===== src/rtl/axis_rr_arbiter.sv =====
// Packet-level round-robin arbiter: NUM_SRC AXI-Stream producers share one sink
// through a registered output stage; a grant is held until the source's tlast beat is taken.
module axis_rr_arbiter #(
  parameter int NUM_SRC = 2,
  parameter int IDX_W   = 1,
  parameter int DATA_W  = 8
) (
  input  logic                      axis_clk,
  input  logic                      resetn,
  input  logic [NUM_SRC-1:0]        s_axis_tvalid,
  output logic [NUM_SRC-1:0]        s_axis_tready,
  input  logic [NUM_SRC*DATA_W-1:0] s_axis_tdata,
  input  logic [NUM_SRC-1:0]        s_axis_tkeep,
  input  logic [NUM_SRC-1:0]        s_axis_tlast,
  output logic                      m_axis_tvalid,
  input  logic                      m_axis_tready,
  output logic [DATA_W-1:0]         m_axis_tdata,
  output logic                      m_axis_tkeep,
  output logic                      m_axis_tlast,
  output logic [IDX_W-1:0]          grant_idx,
  output logic                      busy
);

  typedef enum logic [0:0] {
    ST_IDLE = 1'b0,
    ST_XFER = 1'b1
  } state_e;

  state_e              state_q, state_d;
  logic [IDX_W-1:0]    grant_q, grant_d;
  logic [IDX_W-1:0]    last_grant_q, last_grant_d;
  logic                out_valid_q, out_valid_d;
  logic [DATA_W-1:0]   out_data_q, out_data_d;
  logic                out_keep_q, out_keep_d;
  logic                out_last_q, out_last_d;

  logic                out_free_s;
  logic                sel_valid_s;
  logic                sel_keep_s;
  logic                sel_last_s;
  logic [DATA_W-1:0]   sel_data_s;
  logic                accept_s;
  logic                any_valid_s;
  logic [IDX_W-1:0]    pick_s;

  // Mux the granted source's beat onto shared select signals
  always_comb begin
    sel_valid_s = 1'b0;
    sel_keep_s  = 1'b0;
    sel_last_s  = 1'b0;
    sel_data_s  = {DATA_W{1'b0}};
    for (int i = 0; i < NUM_SRC; i++) begin
      sel_valid_s = (grant_q == IDX_W'(i)) ? s_axis_tvalid[i] : sel_valid_s;
      sel_keep_s  = (grant_q == IDX_W'(i)) ? s_axis_tkeep[i]  : sel_keep_s;
      sel_last_s  = (grant_q == IDX_W'(i)) ? s_axis_tlast[i]  : sel_last_s;
      sel_data_s  = (grant_q == IDX_W'(i)) ? s_axis_tdata[i*DATA_W +: DATA_W] : sel_data_s;
    end
  end

  // Round-robin search: walk from farthest to nearest candidate so the
  // source right after last_grant overrides everything else
  always_comb begin
    int               sum_v;
    logic [IDX_W-1:0] cand_v;
    sum_v       = 0;
    cand_v      = {IDX_W{1'b0}};
    pick_s      = last_grant_q;
    any_valid_s = |s_axis_tvalid;
    for (int k = NUM_SRC; k >= 1; k--) begin
      sum_v  = int'(last_grant_q) + k;
      sum_v  = (sum_v >= NUM_SRC) ? (sum_v - NUM_SRC) : sum_v;
      cand_v = IDX_W'(sum_v);
      pick_s = s_axis_tvalid[cand_v] ? cand_v : pick_s;
    end
  end

  assign out_free_s = !out_valid_q || m_axis_tready;
  assign accept_s   = (state_q == ST_XFER) && out_free_s && sel_valid_s;

  // Per-source ready: only the granted source sees the output stage's space
  always_comb begin
    s_axis_tready = {NUM_SRC{1'b0}};
    for (int i = 0; i < NUM_SRC; i++) begin
      s_axis_tready[i] = (state_q == ST_XFER) && out_free_s && (grant_q == IDX_W'(i));
    end
  end

  // Next-state, grant and last-grant bookkeeping
  always_comb begin
    state_d      = state_q;
    grant_d      = grant_q;
    last_grant_d = last_grant_q;
    case (state_q)
      ST_IDLE: begin
        if (any_valid_s) begin
          grant_d = pick_s;
          state_d = ST_XFER;
        end else begin
          state_d = ST_IDLE;
        end
      end
      ST_XFER: begin
        if (accept_s && sel_last_s) begin
          last_grant_d = grant_q;
          state_d      = ST_IDLE;
        end else begin
          state_d = ST_XFER;
        end
      end
      default: begin
        state_d = ST_IDLE;
      end
    endcase
  end

  // Output stage: load on accept, drain when free, otherwise hold stable
  always_comb begin
    out_valid_d = out_valid_q;
    out_data_d  = out_data_q;
    out_keep_d  = out_keep_q;
    out_last_d  = out_last_q;
    if (accept_s) begin
      out_valid_d = 1'b1;
      out_data_d  = sel_data_s;
      out_keep_d  = sel_keep_s;
      out_last_d  = sel_last_s;
    end else if (out_free_s) begin
      out_valid_d = 1'b0;
    end else begin
      out_valid_d = out_valid_q;
    end
  end

  // State and output registers with synchronous active-low reset
  always_ff @(posedge axis_clk) begin
    if (!resetn) begin
      state_q      <= ST_IDLE;
      grant_q      <= {IDX_W{1'b0}};
      last_grant_q <= IDX_W'(NUM_SRC - 1);
      out_valid_q  <= 1'b0;
      out_data_q   <= {DATA_W{1'b0}};
      out_keep_q   <= 1'b0;
      out_last_q   <= 1'b0;
    end else begin
      state_q      <= state_d;
      grant_q      <= grant_d;
      last_grant_q <= last_grant_d;
      out_valid_q  <= out_valid_d;
      out_data_q   <= out_data_d;
      out_keep_q   <= out_keep_d;
      out_last_q   <= out_last_d;
    end
  end

  assign m_axis_tvalid = out_valid_q;
  assign m_axis_tdata  = out_data_q;
  assign m_axis_tkeep  = out_keep_q;
  assign m_axis_tlast  = out_last_q;
  assign grant_idx     = grant_q;
  assign busy          = (state_q == ST_XFER);

endmodule

===== config.mk =====
export PLATFORM = sky130hd
export DESIGN_NAME = axis_rr_arbiter
export DESIGN_NICKNAME = d
export VERILOG_FILES = /design/src/rtl/axis_rr_arbiter.sv
export SDC_FILE = /design/constraint.sdc
export NUM_CORES = 1
export LEC_CHECK = 0
export ABC_AREA = 1
export BUFFER_PORTS_ARGS = -buffer_cell sky130_fd_sc_hd__buf_2
export CAP_MARGIN = 20
export CORE_ASPECT_RATIO = 0.9
export CORE_MARGIN = 2
export CORE_UTILIZATION = 30
export CTS_CLUSTER_DIAMETER = 150
export CTS_CLUSTER_SIZE = 30
export DETAILED_ROUTE_END_ITERATION = 7
export MAX_ROUTING_LAYER = met4
export PLACE_DENSITY = 0.57
export SLEW_MARGIN = 20
export SYNTH_ARGS = -nofsm -noshare
export SYNTH_HDL_FRONTEND = slang
export SYNTH_SLANG_ARGS = --single-unit

===== constraint.sdc =====
create_clock -name axis_clk -period 2 [get_ports axis_clk]
set_input_delay 0.1 -clock axis_clk [delete_from_list [all_inputs] [get_ports axis_clk]]
set_output_delay 0.1 -clock axis_clk [all_outputs]
set_load 0.005 [all_outputs]

==> qor.yml <==
status:
  outcome: "completed"
synth:
  ys_seq_area_frac: 0.423
  avgSynthCellArea_um2: 6.43
  yosys_warnings: 0
  syn_area_um2: 662
  syn_inst: 103
  synthMuxAreaShare: 0
  synth_fa_ha_area_frac: 0
  synth_cell_types: 15
  synth-xor-area-share: 0
  synth_top_family_by_area: "simple AND/OR/NAND/NOR gates"
  synth-simple-area-share: 0.380
  synth_fp_nets: 128
  synth_compound_area_frac: 0.125
  ys_seq_elements: 14
die:
  num_io_pins: 40
  coreArea_mm2: 0.00212
  die_y_um: 48.6
  start_util: 0.312
  rows: 16
  die_area_mm2: 0.00260
  die_w_um: 53.5
worst_setup_path:
  critPathCaptureType: "register"
  cpMaxStageDelayCell: "dfxtp_1"
  required_ns: 2.18
  timing.critical_path.cells: "inv_2 > nand2_1 > nand2_2 > nand2_2 > inv_2 > nor2_1 > nor2_1"
  reg2regPathDepth: 7
  r2r_setup_slack_ns: 0.69
  r2r-end: "m_axis_tdata[4]"
  cp-start-kind: "register"
  crit_buf_inv: 2
  path_delay_family: "simple AND/OR/NAND/NOR gates"
  path_class: "reg2reg"
  r2r-start: "grant_idx"
  arrival_ns: 1.49
  critical_path_depth: 7
  crit_path_max_fanout: 12
  slowest_delay_ns: 0.42
  cp-startpoint: "grant_idx"
placement:
  gp_congestion: 0.764
  hpwl_um: 1320
  port_buffers: 39
  dp_slack_ns: 0.671
pwr:
  power_density_mw_per_mm2: 721
  power.leakage_uw: 0.000503
  peakVddDrop_v: 0.000358
timing:
  rsz0062_at_grt: "false"
  finalCritPeriodShare: 0.655
  setup_viol: 0
  fin_skew_ns: 0.00151
  final.setup.tns_ns: 0
  tightest_slew_ns: 0.217
  layout_min_cycle_time_ns: 1.31
  relSlewSlack: 0.854
  layout_setup_ws_ns: 0.689
  drv_slew: 0
  hold_ws_ns: 0.0905
  hold_violations: 0
  max_freq_ghz: 0.763
routing:
  drc_errors: 0
  drt_wl_total_um: 1680
  drt_iter0_markers: 10
  vias_per_cell: 4.38
  vias: 744
  firstDrtPassIters: 4
  drt-wirelength-per-cell_um: 9.89
  antenna_left: 0
worst_hold_path:
  holdPathStages: 4
  worstHoldEndpoint: "m_axis_tvalid"
  min_path_type: "in2reg"
  min_from: "m_axis_tready"
cts:
  cts_max_path_buffers: 2
  cts-htree-levels: 1
  post_cts_resized: 0
  numClockSinks: 14
  cts_root_buffer: "clkbuf_4"
  cts_tree: "done"
  numCtsBuffers: 3
  cts_setup_buffers: 0
  worstSkewPairLatency_ns: 0.28
  clk_pin_slew_ns: 0.09
  ctsHoldBuffers: 0
global_routing:
  grt_usage: 0.147
  grt_pass1_vias: 645
  grt_max_degree: 13
  gr-total-overflow: 0
  antenna_found_initial: 0
  grt_pass1_wl_um: 2750
final_layout:
  nNetsFinal: 169
  diodes: 0
  layout_common_cells: "buf_2, nand2_1, nor2_1"
  post-route-util: 0.429
  area_growth_pct: 37.4
  layout_commonest_cell: "buf_2"
  drive_above_1_share: 0.350
job:
  drv_cap: 0
## through the flow
stage	total power [uW]	cell area (um2)	cells
5_1_grt	701	910	170
3_3_place_gp	459	873	166
4_1_cts	669	910	170
2_1_floorplan	402	662	103
6_report	656	910	170
3_5_place_dp	460	873	166
## how the worst max path moves through the flow
| stage | to | slack (ns) |
|---|---|---|
| 2_1_floorplan | m_axis_tdata[0] | 0.94 |
| 3_3_place_gp | m_axis_tdata[6] | 0.74 |
| 3_5_place_dp | m_axis_tdata[4] | 0.67 |
| 4_1_cts | m_axis_tdata[4] | 0.66 |
| 5_1_grt | m_axis_tdata[5] | 0.47 |
| 6_report | m_axis_tdata[4] | 0.69 |
## state kept, by name (all words and copies together) (netlist names)
name / flops
grant_idx: 1
m_axis_tkeep: 1
m_axis_tlast: 1
last_grant_q: 1
busy: 1
m_axis_tvalid: 1
m_axis_tdata: 8
## where the power goes
part           switching, uW  internal, uW
Combinational           75.5          62.2
Sequential              12.4           301
Clock                   94.3           111
Total                    182           474
## Yosys cell counts
library cell,instances,area share
a21oi_1,3,0.023
a21oi_2,2,0.026
buf_2,2,0.015
buf_6,1,0.017
clkbuf_1,1,0.0057
dfxtp_1,14,0.42
inv_1,4,0.023
inv_2,2,0.011
nand2_1,38,0.22
nand2_2,2,0.019
nand3_1,3,0.023
nand4_1,1,0.0095
nor2_1,20,0.11
o21ai_0,2,0.015
o21ai_1,8,0.060
## worst min-delay path: stages
cell     delay (ns)
buf_2          0.08
inv_1          0.05
nand2_1        0.05
a21oi_1        0.05
## cell families after synthesis
group,Yosys count
buffers and inverters,10
and+or+nand+nor,64
AOI/OAI and AO/OA,15
DFF,14
## routing by layer
metal,GRT usage,part of all wire,vias to the layer above
li1,-,-,399
met1,0.170,0.43,320
met2,0.220,0.48,23
met3,0.0679,0.090,2
met4,0.0513,0.0077,0
met5,-,0,-
## final cells by class
type / instances / area, um2
fill: 247 / 1210
multi-input combinational: 79 / 334
sequential: 14 / 280
timing repair buffer: 40 / 203
clock buffer: 4 / 36.3
tap: 27 / 33.8
inverter: 6 / 22.5
Note: power is estimated with default switching activity, not from simulation.
